## config.mk

```make
export PLATFORM = sky130hd
export DESIGN_NAME = muon_decay_sequencer
export DESIGN_NICKNAME = d
export VERILOG_FILES = /design/src/rtl/muon_decay_sequencer.sv
export SDC_FILE = /design/constraint.sdc
export NUM_CORES = 1
export LEC_CHECK = 0
export BUFFER_PORTS_ARGS = -buffer_cell sky130_fd_sc_hd__buf_2
export CAP_MARGIN = 15
export CORE_MARGIN = 8
export CORE_UTILIZATION = 25
export DETAILED_ROUTE_END_ITERATION = 6
export HOLD_SLACK_MARGIN = 0.08
export MAX_ROUTING_LAYER = met4
export PLACE_DENSITY = 0.4
export SYNTH_ARGS = -nofsm -noshare
export SYNTH_HDL_FRONTEND = slang
export SYNTH_SLANG_ARGS = --single-unit
```

## constraint.sdc

```tcl
create_clock -name clk -period 3.94 [get_ports clk]
set_clock_uncertainty 0.15 [all_clocks]
set_input_delay 0.788 -clock clk [delete_from_list [all_inputs] [get_ports clk]]
set_output_delay 0.788 -clock clk [all_outputs]
set_load 0.01 [all_outputs]
```

## src/rtl/muon_decay_sequencer.sv

```systemverilog
// Muon-lifetime start/stop sequencer: edge-detects the coincidence line, times the
// decay window, hands results downstream over valid/ready and keeps run statistics.
module muon_decay_sequencer #(
   parameter int unsigned TIMEOUT_CYCLES  = 2000,
   parameter int unsigned MIN_STOP_CYCLES = 3,
   parameter int unsigned DEADTIME_CYCLES = 100
) (
   input  logic        clk,
   input  logic        rst,
   input  logic        enable,
   input  logic        clear_counts,
   input  logic        coincidence,
   output logic        res_valid,
   input  logic        res_ready,
   output logic [15:0] res_time,
   output logic        busy,
   output logic [2:0]  state,
   output logic [31:0] n_starts,
   output logic [31:0] n_decays,
   output logic [31:0] n_timeouts
);

   typedef enum logic [2:0] {
      S_IDLE    = 3'd0,
      S_ARMED   = 3'd1,
      S_MEASURE = 3'd2,
      S_HOLD    = 3'd3,
      S_DEAD    = 3'd4
   } state_t;

   localparam logic [15:0] TIMEOUT_C   = 16'(TIMEOUT_CYCLES);
   localparam logic [15:0] MIN_STOP_C  = 16'(MIN_STOP_CYCLES);
   localparam logic [31:0] DEAD_LAST_C = 32'(DEADTIME_CYCLES - 1);

   function automatic logic [31:0] sat_inc(input logic [31:0] cnt, input logic evt,
                                           input logic clr);
      logic [31:0] res;
      if (clr) begin
         res = 32'd0;
      end else if (evt && (cnt != 32'hFFFF_FFFF)) begin
         res = cnt + 32'd1;
      end else begin
         res = cnt;
      end
      return res;
   endfunction

   state_t      state_q, state_d;
   logic        coin_q;
   logic [15:0] elapsed_q, elapsed_d;
   logic [31:0] dead_cnt_q, dead_cnt_d;
   logic [15:0] res_time_q, res_time_d;
   logic        res_valid_q, res_valid_d;
   logic        busy_q, busy_d;
   logic [31:0] n_starts_q, n_decays_q, n_timeouts_q;

   logic        edge_s;
   logic [15:0] n_s;
   logic        stop_ok_s;
   logic        evt_start_s, evt_decay_s, evt_timeout_s;

   assign edge_s    = coincidence & ~coin_q;
   assign n_s       = elapsed_q + 16'd1;
   assign stop_ok_s = edge_s && (n_s >= MIN_STOP_C) && (n_s <= TIMEOUT_C);

   // State register
   always_ff @(posedge clk) begin
      if (rst) begin
         state_q <= S_IDLE;
      end else begin
         state_q <= state_d;
      end
   end

   // Next-state logic
   always_comb begin
      state_d = state_q;
      case (state_q)
         S_IDLE: begin
            if (enable) state_d = S_ARMED;
            else        state_d = S_IDLE;
         end
         S_ARMED: begin
            if (!enable)     state_d = S_IDLE;
            else if (edge_s) state_d = S_MEASURE;
            else             state_d = S_ARMED;
         end
         S_MEASURE: begin
            if (!enable)                state_d = S_IDLE;
            else if (stop_ok_s)         state_d = S_HOLD;
            else if (n_s == TIMEOUT_C)  state_d = S_DEAD;
            else                        state_d = S_MEASURE;
         end
         S_HOLD: begin
            if (res_ready) state_d = S_DEAD;
            else           state_d = S_HOLD;
         end
         S_DEAD: begin
            if (dead_cnt_q == DEAD_LAST_C) state_d = enable ? S_ARMED : S_IDLE;
            else                           state_d = S_DEAD;
         end
         default: state_d = S_IDLE;
      endcase
   end

   // Output decode, taken from the next state so registered outputs track state_q
   always_comb begin
      res_valid_d = 1'b0;
      busy_d      = 1'b0;
      case (state_d)
         S_MEASURE: busy_d = 1'b1;
         S_HOLD: begin
            busy_d      = 1'b1;
            res_valid_d = 1'b1;
         end
         S_DEAD:  busy_d = 1'b1;
         default: busy_d = 1'b0;
      endcase
   end

   // Window timer, dead-time counter, result capture and count events
   always_comb begin
      elapsed_d     = elapsed_q;
      res_time_d    = res_time_q;
      evt_start_s   = 1'b0;
      evt_decay_s   = 1'b0;
      evt_timeout_s = 1'b0;
      if (state_q == S_DEAD) begin
         dead_cnt_d = dead_cnt_q + 32'd1;
      end else begin
         dead_cnt_d = 32'd0;
      end
      if ((state_q == S_ARMED) && enable && edge_s) begin
         elapsed_d   = 16'd0;
         evt_start_s = 1'b1;
      end else if ((state_q == S_MEASURE) && enable) begin
         elapsed_d = n_s;
         if (stop_ok_s) begin
            res_time_d  = n_s;
            evt_decay_s = 1'b1;
         end else begin
            evt_timeout_s = (n_s == TIMEOUT_C);
         end
      end else begin
         elapsed_d = elapsed_q;
      end
   end

   // Datapath and statistics registers
   always_ff @(posedge clk) begin
      if (rst) begin
         coin_q       <= 1'b1;
         elapsed_q    <= 16'd0;
         dead_cnt_q   <= 32'd0;
         res_time_q   <= 16'd0;
         res_valid_q  <= 1'b0;
         busy_q       <= 1'b0;
         n_starts_q   <= 32'd0;
         n_decays_q   <= 32'd0;
         n_timeouts_q <= 32'd0;
      end else begin
         coin_q       <= coincidence;
         elapsed_q    <= elapsed_d;
         dead_cnt_q   <= dead_cnt_d;
         res_time_q   <= res_time_d;
         res_valid_q  <= res_valid_d;
         busy_q       <= busy_d;
         n_starts_q   <= sat_inc(n_starts_q, evt_start_s, clear_counts);
         n_decays_q   <= sat_inc(n_decays_q, evt_decay_s, clear_counts);
         n_timeouts_q <= sat_inc(n_timeouts_q, evt_timeout_s, clear_counts);
      end
   end

   assign state      = state_q;
   assign res_valid  = res_valid_q;
   assign busy       = busy_q;
   assign res_time   = res_time_q;
   assign n_starts   = n_starts_q;
   assign n_decays   = n_decays_q;
   assign n_timeouts = n_timeouts_q;

endmodule

```

==> results of run 1 <==
==> state kept, by name (all words and copies together), names as in the netlist <==
| register | count |
|---|---|
| busy | 1 |
| coin_q | 1 |
| dead_cnt_q | 32 |
| elapsed_q | 16 |
| n_decays | 32 |
| n_starts | 32 |
| n_timeouts | 32 |
| res_time | 16 |
| res_valid | 1 |
| state | 3 |
==> layer usage <==
metal	up-vias	global-route usage (%)	part of all wire (%)
met1	3289	15.27	48
li1	3633	-	-
met4	0	3.083	0.84
met3	13	3.178	3.4
met2	92	20.61	48
met5	-	-	0
==> cell usage in the layout, fill, tap and decap left out, types with 6 or more instances in the layout <==
cell type and n:
dfxtp_1 166, nor2_1 144, buf_2 122, nand2_1 69, xor2_1 68, nand3_1 62
nand4_1 47, a21oi_1 42, xnor2_1 40, or3_1 39, o21ai_0 37, and3_1 25
nor3_1 24, inv_1 19, clkbuf_16 17, buf_4 17, and4_1 15, nor4_1 13
and2_1 11, or4_1 9, a211oi_1 9, a31oi_1 7, nor2b_1 6, ha_1 6
inv_6 6
==> logic make-up (layout without fill, tap and decap cells) <==
logic type | Yosys count | count (layout) | synth area share (%)
AOI/OAI and AO/OA | 122 | 122 | 9.407
xor gates and xnor gates | 108 | 108 | 11.87
adders and majority gates | 6 | 6 | 0.9422
buffers and inverters | 66 | 191 | 3.345
DFF | 166 | 166 | 41.71
muxes | 4 | 4 | 0.5025
other | 0 | 2 | 0
and+or+nand+nor | 491 | 491 | 32.22
==> how the worst min path moves through the flow <==
stage | start | slack (ps) | endpoint
floorplan | dead_cnt_q[0] | 280 | dead_cnt_q[0]
global placement | res_time[13] | 290 | res_time[13]
detailed placement | res_time[14] | 290 | res_time[14]
CTS | res_time[14] | 310 | res_time[14]
global route | res_time[14] | 340 | res_time[14]
finish | res_time[14] | 310 | res_time[14]
==> metrics by stage <==
| stage | std cells | util (%) | hold WS, ps |
|---|---|---|---|
| 2_1_floorplan | 963 | - | 279.9 |
| 3_3_place_gp | 1458 | 28.75 | 288.1 |
| 3_5_place_dp | 1458 | 28.75 | 289.6 |
| 4_1_cts | 1490 | 30.62 | 312.3 |
| 5_1_grt | 1492 | 30.64 | 340.5 |
| 6_report | 1492 | 30.64 | 310.5 |
==> report_power, final <==
part	total [mW]	internal [mW]	switching, mW
sequential	1.68	1.68	0.00244
clock	1.73	0.949	0.782
combinational	0.0513	0.0136	0.0377
==> layout make-up <==
| cell class | instances | area, µm² |
|---|---|---|
| fill | 3361 | 21830 |
| multi-input combinational | 731 | 4392 |
| sequential | 166 | 3323 |
| timing repair buffer | 140 | 758.2 |
| tap | 402 | 503.0 |
| clock buffer | 17 | 425.4 |
| clock inverter | 15 | 165.2 |
| inverter | 19 | 71.32 |
| antenna | 2 | 5.005 |
==> run metrics, run 1 <==
worst path bufs/invs=0; post-synth top area cell=dfxtp_1; Hold Crit Class=reg -> reg; Die Ht=194.5 µm; Area after DPL=9047 µm²; drt wl/cell=15.42 µm; Worst-Skew Late Latency=440 ps; largest net degree at the start of global routing=58; Post-Route WL=23000 µm; share of layout cells above drive strength 1=17.46%; post-route cell area=9643 µm²; area of the core=31470 µm²; cells after synthesis=963; post-layout min period=3677 ps; Starting DRT DRC Count=325; critical path depth=9; RSZ-0062 raised after global routing=false; post-place setup slack=282.1 ps; Worst EP required=4100 ps; synthesized flop and latch total=166; fin nets=1087; Hold Vio Cnt, Final=0; CTS tree=built; # rows=65; # IOs=123; Critical Path AT=3830 ps; CTS root buf=clkbuf_16; port bufs=122; Leakage=3.461 nW; Syn Area/Cell=8.274 µm²; gr ovfl total=0; Final Setup Violations=0; GRT Overall Usage=12.56%; Mapped Area=7968 µm²; post-synthesis sequential area ratio=41.71%; clock-pin transition on the worst setup and hold timing paths=70 ps; Startpoint Class=flip-flop; Least-Margin Pin Slew=757.1 ps; # Max-Cap Violations=0; Initial Utilization=25.32%; CP max stage cell=or4_4; worst setup path category=reg -> reg; Post-Synthesis Net Count=975; worst r2r dst=n_timeouts[27]; fmax=272.0 MHz; CP delay by family, top=simple AND/OR/NAND/NOR gates; most frequent CP cell=or4_4; area share of the largest cell type after synthesis=41.71%; part of the cycle the worst path needs=93.32%; Slew Viols, Final=0; beginning of the critical path=elapsed_q[0]; CTS Buf Count=17; Tot Pwr=3.463 mW; async set or reset register ratio after synthesis=0%; post-route ant nets=0; DR pass1 iterations=4; r2r setup slk=260 ps; drc violations=0; Via Count=7027; first-pass GRT wire length=37610 µm; initial antenna violation count=2; top-count cell post-synth=dfxtp_1; vias in the first global route=6837; Clock Path Buffers=2; status=finished clean; most instantiated cells after synthesis=dfxtp_1, nor2_1, nand2_1; final worst slack=263.1 ps; die area=37840 µm²; Ys Warns=0; EDFF count, synth=0; Avg Vias per Cell=4.710; Post-CTS Resized=0; Clock Sinks=166; GPL Wtd Cong=0.7935; crit path max fanout=8; Hold Path Stages=1; Critical Path Max Stage Delay=590 ps; H-tree levels=4; CP endpoint=n_timeouts[27]; Worst Reg-to-Reg Cells=9; Most used DFF post-synth=dfxtp_1; CP Capture Type=flip-flop; PD cells=359.1 nW/µm²; setup tns final=0 ps; Cell variety after synth=58; Slew HR=49.52%; worst reg2reg path startpoint=elapsed_q[0]; Layout area overhead=21.03%; total setup buffers inserted after CTS=0; largest cells by area after synthesis=dfxtp_1, xor2_1, nor2_1; CP Cell Sequence=ha_1 > nand3_1 > or4_4 > a221oi_4 > nand3_2 > or4_4 > or4b_1 > xor2_1 > nor2_1; HPWL after DPL=16570 µm; Post-CTS Hold Fix Bufs=0; Die Wd=194.5 µm; Peak VDD IR=0.3067 mV
Power figures use the tool's default switching activity.
==> inputs of run 2 (changes only) <==
--- a/config.mk
+++ b/config.mk
@@ -7,7 +7,6 @@
 export LEC_CHECK = 0
 export BUFFER_PORTS_ARGS = -buffer_cell sky130_fd_sc_hd__buf_2
 export CAP_MARGIN = 15
-export CORE_MARGIN = 8
 export CORE_UTILIZATION = 25
 export DETAILED_ROUTE_END_ITERATION = 6
 export HOLD_SLACK_MARGIN = 0.08
==> run 2 against run 1 <==
Compared with the run above:
- register-to-register slack improved by 70 ps
- die area shrank 14%
- non-clock buffer count down 2
- sequential cell count is the same
- clock power barely moved
- first-iteration DRC count rose by 3.4%
- maximum frequency rose by 1.9%
- design area fell by 0.10%
- via count rose by 0.37%
- clock-buffer cell count is 3 higher
- cell count fell by 0.20%
- sequential share of layout area is essentially flat
- critical path type unchanged
- critical endpoint unchanged
- largest cell class unchanged
- highest routed layer unchanged
==> run metrics, run 2 (synthesized netlist as in run 1, its figures left out) <==
status=finished clean (unchanged); Worst EP required=4090 ps (was 4100 ps); most frequent CP cell=or4_4 (unchanged); post-route ant nets=0 (unchanged); share of layout cells above drive strength 1=17.24% (was 17.46%); H-tree levels=4 (unchanged); # IOs=123 (unchanged); post-route cell area=9633 µm² (was 9643 µm²); Hold WS=305.1 ps (was 310.5 ps); r2r setup slk=330 ps (was 260 ps); Die Ht=180.5 µm (was 194.5 µm); crit path max fanout=8 (unchanged); part of the cycle the worst path needs=91.60% (was 93.32%); Clock Sinks=166 (unchanged); CP max stage cell=or4_4 (unchanged); beginning of the critical path=elapsed_q[0] (unchanged); PD cells=362.1 nW/µm² (was 359.1 nW/µm²); initial antenna violation count=2 (unchanged); first-pass GRT wire length=36470 µm (was 37610 µm); Least-Margin Pin Slew=887.6 ps (was 757.1 ps); gr ovfl total=0 (unchanged); drc violations=0 (unchanged); worst reg2reg path startpoint=elapsed_q[0] (unchanged); Worst-Skew Late Latency=440 ps (about the same); worst setup path category=reg -> reg (unchanged); Critical Path AT=3750 ps (was 3830 ps); Critical Path Max Stage Delay=580 ps (was 590 ps); post-place setup slack=284.2 ps (was 282.1 ps); CP endpoint=n_timeouts[27] (unchanged); CP Cell Sequence=ha_2 > nand3_1 > or4_4 > a221oi_4 > nand3_2 > or4_4 > or4b_1 > xor2_1 > nor2_1 (was ha_1 > nand3_1 > or4_4 > a221oi_4 > nand3_2 > or4_4 > or4b_1 > xor2_1 > nor2_1); die area=32590 µm² (was 37840 µm²); most common cell after layout, fill and taps aside=dfxtp_1 (unchanged); NetSw=766.3 µW (was 821.9 µW); setup tns final=0 ps (unchanged); vias in the first global route=6730 (was 6837); largest net degree at the start of global routing=71 (was 58); CP Capture Type=flip-flop (unchanged); RSZ-0062 raised after global routing=false (unchanged); Post-Route WL=22110 µm (was 23000 µm); area of the core=31470 µm² (unchanged); worst r2r dst=n_timeouts[27] (unchanged); Hold Crit Class=reg -> reg (unchanged); HPWL after DPL=15780 µm (was 16570 µm); post-layout min period=3609 ps (was 3677 ps); Hold Vio Cnt, Final=0 (unchanged); Slew Viols, Final=0 (unchanged); Peak VDD IR=0.2945 mV (was 0.3067 mV); Area after DPL=9020 µm² (was 9047 µm²); Tot Pwr=3.488 mW (was 3.463 mW); Comb power frac=1.4% (was 1.5%); Placed Cells=1456 (was 1458); # rows=65 (unchanged); total setup buffers inserted after CTS=0 (unchanged); Avg Vias per Cell=4.737 (was 4.710); drt wl/cell=14.85 µm (was 15.42 µm); # Max-Cap Violations=0 (unchanged); clock-pin transition on the worst setup and hold timing paths=70 ps (about the same); sw frac=21.97% (was 23.73%); Via Count=7053 (was 7027); Slew HR=40.61% (was 49.52%); CTS tree=built (unchanged); fin nets=1085 (was 1087); most frequent cells in the layout=dfxtp_1, nor2_1, buf_2 (unchanged); Final Setup Violations=0 (unchanged); CTS Buf Count=17 (unchanged); Starting DRT DRC Count=336 (was 325); final worst slack=331.1 ps (was 263.1 ps); sequential share of power=48.2% (was 48.5%); Die Wd=180.5 µm (was 194.5 µm); CTS root buf=clkbuf_16 (unchanged); Startpoint Class=flip-flop (unchanged); DR pass1 iterations=5 (was 4); port bufs=122 (unchanged); Leakage=3.460 nW (was 3.461 nW); Worst Reg-to-Reg Cells=9 (unchanged); GPL Wtd Cong=0.8309 (was 0.7935); Layout area overhead=20.90% (was 21.03%); Post-Layout Cell Count=1489 (was 1492); fin util=30.61% (was 30.64%); fmax=277.1 MHz (was 272.0 MHz); P_int=2.721 mW (was 2.641 mW); Initial Utilization=25.32% (unchanged); clock share of power=50.4% (was 50.0%); GRT Overall Usage=14.39% (was 12.56%); Clock Path Buffers=2 (unchanged)
-- run 2: how the worst min path moves through the flow --
stage	cells after the start	start	to
floorplan	1	dead_cnt_q[0]	dead_cnt_q[0]
global placement	1	res_time[15]	res_time[15]
detailed placement	1	res_time[11]	res_time[11]
CTS	1	res_time[12]	res_time[12]
global route	1	res_time[15]	res_time[15]
finish	1	res_time[12]	res_time[12]
-- run 2: area by class of cell --
type	instances	area, µm²
Antenna cell	2	5.005
Clock buffer	20	456.7
Clock inverter	11	148.9
Fill cell	3370	21840
Inverter	19	71.32
Multi-Input combinational cell	731	4394
Sequential cell	166	3323
Tap cell	402	503.0
Timing Repair Buffer	138	730.7
-- run 2: worst max-delay path: cells and delay by family, from the launching register on --
family	cells	cell delay (ps)
simple gates	6	2020
compound gates	1	350
fa+ha+maj	1	320
xor+xnor	1	140
flops	1	470
-- run 2: power groups by stage --
| stage | Combinational [mW] | Sequential (mW) | Clock (mW) |
|---|---|---|---|
| 2_1_floorplan | 0.0298 | 1.72 | 0 |
| 3_3_place_gp | 0.0507 | 1.72 | 0 |
| 3_5_place_dp | 0.0503 | 1.72 | 0 |
| 4_1_cts | 0.0504 | 1.68 | 1.84 |
| 5_1_grt | 0.0548 | 1.68 | 1.90 |
| 6_report | 0.0483 | 1.68 | 1.76 |
-- run 2: layer usage --
| metal | share of wire, % | up-vias | track usage (%) |
|---|---|---|---|
| met5 | 0 | - | - |
| met4 | 1.2 | 0 | 3.795 |
| met3 | 3.3 | 19 | 3.517 |
| met2 | 47 | 114 | 22.90 |
| met1 | 48 | 3288 | 18.12 |
| li1 | - | 3632 | - |
-- run 2: what timing repair did --
| action | 4_1_cts | 5_1_grt |
|---|---|---|
| setup endpoints to repair | 0 | 1 |
| hold buffers | 0 | 0 |
| endpoints found under the hold margin | 0 | 0 |
| resized for setup | 0 | 1 |
